`src/rtl/alu_seq.sv`:
```
// Registered 6502-style ALU: one operation per start/ready handshake, binary ops in one
// cycle, BCD ADD/SUB one nibble per cycle (LSB first).

module alu_seq_bcd_digit (
  input  logic       sub,
  input  logic [3:0] a,
  input  logic [3:0] b,
  input  logic       cin,
  output logic [3:0] d,
  output logic       cout
);
  logic [4:0] s;
  logic [5:0] df;
  logic       gt, neg;

  always_comb begin
    s    = {1'b0, a} + {1'b0, b} + {4'b0, cin};
    df   = {2'b0, a} - {2'b0, b} - {5'b0, ~cin};
    gt   = s > 5'd9;
    neg  = df[5];
    d    = s[3:0];
    cout = gt;
    if (sub) begin
      d    = neg ? df[3:0] + 4'd10 : df[3:0];
      cout = ~neg;
    end else if (gt) begin
      d    = s[3:0] + 4'd6;
    end
  end
endmodule

module alu_seq #(
  parameter int DATA_WIDTH = 8,
  parameter bit DECIMAL_EN = 1'b1
) (
  input  logic                  clk,
  input  logic                  resetn,
  input  logic                  start,
  input  logic [2:0]            alu_control,
  input  logic                  decimal,
  input  logic [DATA_WIDTH-1:0] alu_AI,
  input  logic [DATA_WIDTH-1:0] alu_BI,
  input  logic                  alu_carry_in,
  output logic                  ready,
  output logic                  done,
  output logic [DATA_WIDTH-1:0] alu_Y,
  output logic                  alu_carry_out,
  output logic                  alu_overflow,
  output logic                  alu_zero,
  output logic                  alu_negative
);
  localparam int W   = DATA_WIDTH;
  localparam int NIB = W / 4;
  localparam int CW  = $clog2(NIB + 1);

  localparam logic [2:0] OP_ADD = 3'd0, OP_SUB = 3'd1, OP_AND = 3'd2, OP_OR = 3'd3,
                         OP_XOR = 3'd4, OP_SR  = 3'd5, OP_SL  = 3'd6;

  typedef enum logic [1:0] {IDLE, EXEC, DEC} state_t;

  state_t          state, state_next;
  logic [W-1:0]    a_r, b_r, acc, acc_next;
  logic [2:0]      op_r;
  logic            cin_r, dc;
  logic [CW-1:0]   nib;
  logic            accept, go_dec, last_nib;

  logic [W-1:0]    b_eff, bin_y;
  logic [W:0]      sum;
  logic            bin_c, bin_v;
  logic [3:0]      dig;
  logic            dig_c;

  assign accept   = start && ready;
  assign go_dec   = DECIMAL_EN && decimal && (alu_control[2:1] == 2'b00);
  assign last_nib = (nib == CW'(NIB - 1));

  always_ff @(posedge clk) begin
    if (!resetn) state <= IDLE;
    else         state <= state_next;
  end

  always_comb begin
    state_next = state;
    case (state)
      IDLE:    if (accept) state_next = go_dec ? DEC : EXEC;
      EXEC:    state_next = IDLE;
      DEC:     if (last_nib) state_next = IDLE;
      default: state_next = IDLE;
    endcase
  end

  // SUB adds the inverted operand; V compares against the operand actually added.
  always_comb begin
    b_eff = (op_r == OP_SUB) ? ~b_r : b_r;
    sum   = {1'b0, a_r} + {1'b0, b_eff} + {{W{1'b0}}, cin_r};
    bin_y = a_r;
    bin_c = 1'b0;
    bin_v = 1'b0;
    case (op_r)
      OP_ADD, OP_SUB: begin
        bin_y = sum[W-1:0];
        bin_c = sum[W];
        bin_v = (a_r[W-1] == b_eff[W-1]) && (sum[W-1] != a_r[W-1]);
      end
      OP_AND:  bin_y = a_r & b_r;
      OP_OR:   bin_y = a_r | b_r;
      OP_XOR:  bin_y = a_r ^ b_r;
      OP_SR: begin
        bin_y = {cin_r, a_r[W-1:1]};
        bin_c = a_r[0];
      end
      OP_SL: begin
        bin_y = {a_r[W-2:0], cin_r};
        bin_c = a_r[W-1];
      end
      default: bin_y = a_r;
    endcase
  end

  alu_seq_bcd_digit u_digit (
    .sub  (op_r[0]),
    .a    (a_r[3:0]),
    .b    (b_r[3:0]),
    .cin  (dc),
    .d    (dig),
    .cout (dig_c)
  );

  // Operands shift right under the digit unit; digits shift in from the top.
  assign acc_next = {dig, acc[W-1:4]};

  // Flags are registered with the result so reset can clear all of them.
  always_ff @(posedge clk) begin
    if (!resetn) begin
      ready         <= 1'b1;
      done          <= 1'b0;
      alu_Y         <= '0;
      alu_carry_out <= 1'b0;
      alu_overflow  <= 1'b0;
      alu_zero      <= 1'b0;
      alu_negative  <= 1'b0;
      a_r           <= '0;
      b_r           <= '0;
      acc           <= '0;
      op_r          <= '0;
      cin_r         <= 1'b0;
      dc            <= 1'b0;
      nib           <= '0;
    end else begin
      done <= 1'b0;
      case (state)
        IDLE: if (accept) begin
          a_r   <= alu_AI;
          b_r   <= alu_BI;
          op_r  <= alu_control;
          cin_r <= alu_carry_in;
          dc    <= alu_carry_in;
          acc   <= '0;
          nib   <= '0;
          ready <= 1'b0;
        end
        EXEC: begin
          alu_Y         <= bin_y;
          alu_carry_out <= bin_c;
          alu_overflow  <= bin_v;
          alu_zero      <= (bin_y == '0);
          alu_negative  <= bin_y[W-1];
          done          <= 1'b1;
          ready         <= 1'b1;
        end
        DEC: begin
          a_r <= a_r >> 4;
          b_r <= b_r >> 4;
          acc <= acc_next;
          dc  <= dig_c;
          nib <= nib + CW'(1);
          if (last_nib) begin
            alu_Y         <= acc_next;
            alu_carry_out <= dig_c;
            alu_overflow  <= 1'b0;
            alu_zero      <= (acc_next == '0);
            alu_negative  <= acc_next[W-1];
            done          <= 1'b1;
            ready         <= 1'b1;
          end
        end
        default: ;
      endcase
    end
  end
endmodule

```
`config.mk`:
```
export PLATFORM = sky130hd
export DESIGN_NAME = alu_seq
export DESIGN_NICKNAME = d
export VERILOG_FILES = /design/src/rtl/alu_seq.sv
export SDC_FILE = /design/constraint.sdc
export NUM_CORES = 1
export LEC_CHECK = 0
export CAP_MARGIN = 20
export CORE_UTILIZATION = 55
export DETAILED_ROUTE_END_ITERATION = 12
export GPL_TIMING_DRIVEN = 0
export PLACE_DENSITY = 0.78
export SYNTH_ARGS = -nofsm -noshare
export SYNTH_HDL_FRONTEND = slang
export SYNTH_SLANG_ARGS = --single-unit
```
`constraint.sdc`:
```
create_clock -name clk -period 4.8 [get_ports clk]
set_clock_uncertainty 0.05 [all_clocks]
set_input_delay 0.72 -clock clk [delete_from_list [all_inputs] [get_ports clk]]
set_output_delay 0.72 -clock clk [all_outputs]
set_load 0.01 [all_outputs]
```
==> results of run 1 <==
## where the power goes
part           switching (W)  total [W]  internal [W]
Clock               0.000123   0.000226      0.000103
Sequential         0.0000416   0.000421      0.000379
Combinational       0.000401   0.000710      0.000309
Total               0.000566    0.00136      0.000791
## worst min-delay path by stage
stage / to / cells after the start
after floorplan: alu_Y[4]$_SDFFE_PN0P_ / 2
final: alu_overflow$_SDFFE_PN0P_ / 2
after global routing: alu_overflow$_SDFFE_PN0P_ / 2
after CTS: alu_overflow$_SDFFE_PN0P_ / 2
after detailed placement: alu_overflow$_SDFFE_PN0P_ / 2
after global placement: alu_Y[4]$_SDFFE_PN0P_ / 2
## routing by layer
layer  share of wire (%)  GRT usage [%]
met1                  44           39.0
met2                  49           48.8
met3                 5.6           4.15
met4                 2.2           10.5
met5                   0              0
## final cells by class
cell class,instances,area share [%]
clock buffers,6,1.72
inverters,33,2.93
flip-flops and latches,42,19.9
multi-input cells,357,61.2
clock inverters,2,0.326
well taps,77,2.28
plain buffers,28,3.11
repair buffers,36,8.54
## synthesized netlist by cell type, drive strengths merged, types with 4 or more instances
master	number	area, um^2
nor3	10	55.1
nor2b	21	131
nand2b	6	37.5
mux2i	17	170
buf	15	82.6
a31oi	5	46.3
a21o	4	30.0
a211oi	4	30.0
nand2	38	143
fa	5	100
o211a	11	110
o31ai	4	30.0
and2	9	56.3
and3	4	25.0
xnor2	15	131
a21oi	27	135
dfxtp	42	841
or2	6	37.5
ha	36	450
o211ai	4	30.0
o22ai	5	31.3
inv	33	124
nand3	5	25.0
o21ai	35	175
clkbuf	13	48.8
nor2	28	105
a22oi	9	67.6
## flip-flops by register name, summed over array words and instances, names as in the netlist
signal,flops
op_r,3
alu_zero,1
cin_r,1
alu_carry_out,1
ready,1
alu_overflow,1
done,1
state,2
acc,4
dc,1
b_r,8
nib,2
alu_Y,8
a_r,8
## worst reg2reg max path, delay by kind of cell, from the launching register on
| kind | cells | cell delay, ns |
|---|---|---|
| xor+xnor | 1 | 0.17 |
| simple gates | 5 | 0.80 |
| buf+inv | 5 | 1.40 |
| compound gates | 3 | 0.70 |
| flops | 1 | 0.31 |
| fa+ha+maj | 2 | 0.65 |
## cell families (layout without fill, tap and decap cells)
family	Yosys count	after routing
simple gates	141	141
xor+xnor	17	17
buf+inv	61	105
compound gates	137	137
flops	42	42
fa+ha+maj	41	41
mux	21	21
## metrics by stage
step / setup WS [ns] / cells / instance area, um^2 / hold slack [ns]
floorplan: 1.44 / 460 / 3680 / 0.435
global placement: 0.740 / 573 / 4140 / 0.405
detailed placement: 0.728 / 573 / 4140 / 0.415
CTS: 0.691 / 581 / 4220 / 0.424
global route: 0.295 / 581 / 4220 / 0.448
finish: 0.629 / 581 / 4220 / 0.422
## layout by cell type (no fill, tap or decap), drive strengths merged, types with 5 or more instances in the layout
| cell | synthesis | layout |
|---|---|---|
| nand3 | 5 | 5 |
| buf | 15 | 15 |
| a31oi | 5 | 5 |
| a22oi | 9 | 9 |
| and2 | 9 | 9 |
| nor3 | 10 | 10 |
| xnor2 | 15 | 15 |
| or2 | 6 | 6 |
| clkbuf | 13 | 19 |
| nand2b | 6 | 6 |
| ha | 36 | 36 |
| dfxtp | 42 | 42 |
| o22ai | 5 | 5 |
| inv | 33 | 33 |
| clkdlybuf4s50 | 0 | 36 |
| a21oi | 27 | 27 |
| o211a | 11 | 11 |
| fa | 5 | 5 |
| mux2i | 17 | 17 |
| nor2 | 28 | 28 |
| nand2 | 38 | 38 |
| o21ai | 35 | 35 |
| nor2b | 21 | 21 |
==> impl_metrics.toml, run 1 <==
[status]
status = "finished, final reports clean"

[final_layout]
regArea_um2 = 841
utilization_pct = 66.1
drive_above_1_share_pct = 6.35
multi_input_area_um2 = 2580
diodes = 0
nets = 568
synthToLayoutAreaGrowth_pct = 14.8
fill_cells = 555

[critical_path]
critPathMaxFanout = 10
startpoint = "op_r[0]$_SDFFE_PN0P_"
worstPathRequired_ns = 4.96
crit_arrival_ns = 4.33
worstRegToRegCells = 16
slowest_delay_ns = 0.53
endpoint_kind = "flop"
reg2reg_slack_ns = 0.63
worstSetupEndpoint = "alu_zero$_SDFFE_PN0P_"
path_depth = 16
r2r-end = "alu_zero$_SDFFE_PN0P_"
path_buf_inv = 5
reg2reg_from = "op_r[0]$_SDFFE_PN0P_"
cp-start-kind = "flop"
crit_path_top_delay_cell = "buf_1"
crit_chain = "buf_2 > clkbuf_1 > buf_1 > and2_1 > buf_2 > xnor2_1 > fa_1 > inv_1 > fa_1 > a211oi_1 > nor2_1 > nor2_1 > o22ai_1 > nor4b_1 > nand4_1 > o31ai_1"
cp_top_family = "buffers and inverters"
crit_type = "flop to flop"

[clocking]
clock_path_buffers = 2
cts-root-buf = "clkbuf_8"
postCtsSetupRepairBufs = 0
clkSlewWorstSetupHoldPaths_ns = 0.08
h-tree-depth = 2
clkSinkCount = 42
cts_resized = 0
cts_tree = "done"
cts-hold-fix-buffers = 0
clk_latency_ns = 0.30
cts-buffers-inserted = 5

[floorplan]
die_h_um = 83.8
die-area_um2 = 7020
die_w_um = 83.8
num_rows = 29
core_um2 = 6390
initial_core_util_pct = 57.6
io_pins = 38

[flow_run]
drv_cap = 0

[power_and_ir_drop]
irDropWorstVdd_v = 0.000243
total_power_w = 0.00136
power_density_nw_per_um2 = 321
p_leak_nw = 1.77

[logic_synthesis]
synth-main-ff-cell = "dfxtp_1"
synth_cell_types = 66
synth_async_sr_flop_share_pct = 0
ys_seq_area_share_pct = 22.9
syn-cell-area_um2 = 3680
synth_fa_ha_area_share_pct = 15.0
synth_warnings = 0
synth-simple-area-share_pct = 19.6
synth_edf_count = 0
synth.mux.area_fraction_pct = 6.16
synth_nets = 525
synth-seq-cells = 42
synth_compound_area_share_pct = 25.4
avgSynthCellArea_um2 = 8.00
synth_top_family_by_area = "compound AO/OA/AOI/OAI gates"
synth_xor_area_share_pct = 4.05
syn_inst = 460

[detailed_routing]
antenna_left = 0
vias = 3573
vias_per_cell = 6.15
avgRoutedWirePerCell_um = 16.9
drtIter0Drc = 377
drc = 0
wl_um = 9840
drt-pass1-iter-count = 5

[global_route]
first_global_vias = 3481
antenna_found_initial = 0
grt_pass1_wl_um = 16500
grt_overflow = 0
grt_max_degree = 14
track_usage_pct = 29.4

[sta]
slew_headroom_pct = 52.7
rsz0062_at_grt = "no"
setup_violations = 0
final.setup.tns_ns = 0
fin_crit_sh_pct = 86.9
hold_viol = 0
tightest_slew_ns = 0.710
drv_slew = 0
fin_crit_ns = 4.17
fmax_mhz = 240

[min_path]
min_from = "alu_overflow$_SDFFE_PN0P_"
min_path_type = "flop to flop"

[placement]
place_congestion = 0.926
port_buffers = 36
hpwl_um = 7780
(Power assumes the default switching activity.)
==> run 2: changes to the inputs <==
- PLACE_DENSITY: 0.78 -> 0.81
==> run 2 against run 1 <==
Non-clock buffer count did not move. First-iteration DRC count fell by 19%. Wire length rose by 1.3%. Die area did not move. Count of clock-buffer cells in the layout did not move. Worst setup slack got worse by 0.066 ns. Final cell count fell by 0.17%. Global-route usage fell by 0.49 points. Sequential cell count did not move. Via count rose by 1.5%. Core utilization rose by 0.41 points. Combinational power barely moved. Highest routed layer unchanged.
==> impl_metrics.toml, run 2 (synthesis results as in run 1) <==
[status]
status = "finished, final reports clean"

[flow_run]
drv_cap = 0

[critical_path]
critPathMaxFanout = 10
crit_chain = "buf_2 > clkbuf_1 > buf_1 > and2_1 > buf_2 > xnor2_1 > fa_1 > inv_1 > fa_1 > a211oi_1 > nor2_1 > nor2_1 > o22ai_1 > nor4b_1 > nand4_1 > o31ai_1"
cp-start-kind = "flop"
crit_arrival_ns = 4.40
endpoint_kind = "flop"
crit_type = "flop to flop"
worstPathRequired_ns = 4.96
slowest_delay_ns = 0.52
crit_path_top_delay_cell = "buf_1"

[floorplan]
initial_core_util_pct = 57.6
die_w_um = 83.8
num_rows = 29
core_um2 = 6390
die-area_um2 = 7020
io_pins = 38
die_h_um = 83.8

[detailed_routing]
vias_per_cell = 6.25
wl_um = 9970
avgRoutedWirePerCell_um = 17.2
antenna_left = 0
drtIter0Drc = 305
vias = 3625
drt-pass1-iter-count = 5
drc = 0

[clocking]
h-tree-depth = 2
cts_resized = 0
cts-buffers-inserted = 5
postCtsSetupRepairBufs = 0
cts-root-buf = "clkbuf_8"
clkSlewWorstSetupHoldPaths_ns = 0.08
cts_tree = "done"
clkSinkCount = 42
clock_path_buffers = 2
clk_latency_ns = 0.30
cts-hold-fix-buffers = 0

[sta]
fin_crit_sh_pct = 88.3
setup_violations = 0
final.setup.tns_ns = 0
slew_headroom_pct = 51.5
rsz0062_at_grt = "no"
finalWorstSetupSlack_ns = 0.563
hold_viol = 0
tightest_slew_ns = 0.727
fmax_mhz = 236
drv_slew = 0
fin_crit_ns = 4.24

[global_route]
grt_max_degree = 13
first_global_vias = 3438
antenna_found_initial = 0
grt_pass1_wl_um = 16200
track_usage_pct = 28.9
grt_overflow = 0

[final_layout]
nets = 568
synthToLayoutAreaGrowth_pct = 15.5
utilization_pct = 66.5
final_cell_mix = "42 x dfxtp_1, 38 x nand2_1, 36 x ha_1, 36 x clkdlybuf4s50_1"
drive_above_1_share_pct = 6.36
final_common_cell = "dfxtp_1"
diodes = 0
reg_top3 = "a_r (8), alu_Y (8), b_r (8)"

[power_and_ir_drop]
irDropWorstVdd_v = 0.000257
total_power_w = 0.00142
p_leak_nw = 1.79
power_density_nw_per_um2 = 335

[placement]
hpwl_um = 7720
place_congestion = 0.938
port_buffers = 36
pre_cts_slack_ns = 0.646

[min_path]
min_path_type = "flop to flop"
## run 2: stage by stage
| stage | area, um^2 | std cells | hold slack [ns] |
|---|---|---|---|
| global route | 4250 | 580 | 0.464 |
| finish | 4250 | 580 | 0.424 |
| floorplan | 3680 | 460 | 0.435 |
| detailed placement | 4140 | 573 | 0.418 |
| CTS | 4250 | 580 | 0.428 |
| global placement | 4140 | 573 | 0.405 |
## run 2: worst paths after layout
kind / start / endpoint / slack, ns / depth (start not counted)
worst min register to register: alu_overflow$_SDFFE_PN0P_ / alu_overflow$_SDFFE_PN0P_ / 0.42 / 2
worst min-delay path: alu_overflow$_SDFFE_PN0P_ / alu_overflow$_SDFFE_PN0P_ / 0.42 / 2
worst max-delay path: op_r[0]$_SDFFE_PN0P_ / alu_zero$_SDFFE_PN0P_ / 0.56 / 16
worst max register to register: op_r[0]$_SDFFE_PN0P_ / alu_zero$_SDFFE_PN0P_ / 0.56 / 16
## run 2: power breakdown
group | internal, W | switching, W
clock | 0.000166 | 0.000123
combinational | 0.000309 | 0.000404
sequential | 0.000379 | 0.0000425
total | 0.000854 | 0.000570
## run 2: metal layers
layer | routed length [um] | up-vias | global-route usage, %
li1 | - | 1721 | -
met1 | 4210 | 1701 | 36.5
met2 | 4710 | 175 | 48.6
met3 | 714 | 28 | 4.65
met4 | 333 | 0 | 12.9
met5 | 0 | - | 0
## run 2: final cells by class
cell class / count / area (um^2)
Tap cell: 77 / 96.3
Clock inverter: 1 / 30.0
Buffer: 28 / 131
Multi-Input combinational cell: 357 / 2580
Clock buffer: 6 / 82.6
Timing Repair Buffer: 36 / 360
Inverter: 33 / 124
Fill cell: 547 / 2140
Sequential cell: 42 / 841
## run 2: worst max-delay path, delay by kind of cell, from the launching register on
kind,cells,cell delay (ns)
AOI/OAI and AO/OA,3,0.74
xor gates and xnor gates,1,0.17
adders and majority gates,2,0.63
buffers and inverters,5,1.39
DFF,1,0.31
and+or+nand+nor,5,0.86
==> run 3: changes to the inputs <==
- CTS_CLUSTER_DIAMETER: default -> 120
==> results of run 3 <==
Final layout, timing and power as in run 2 (identical DEF).
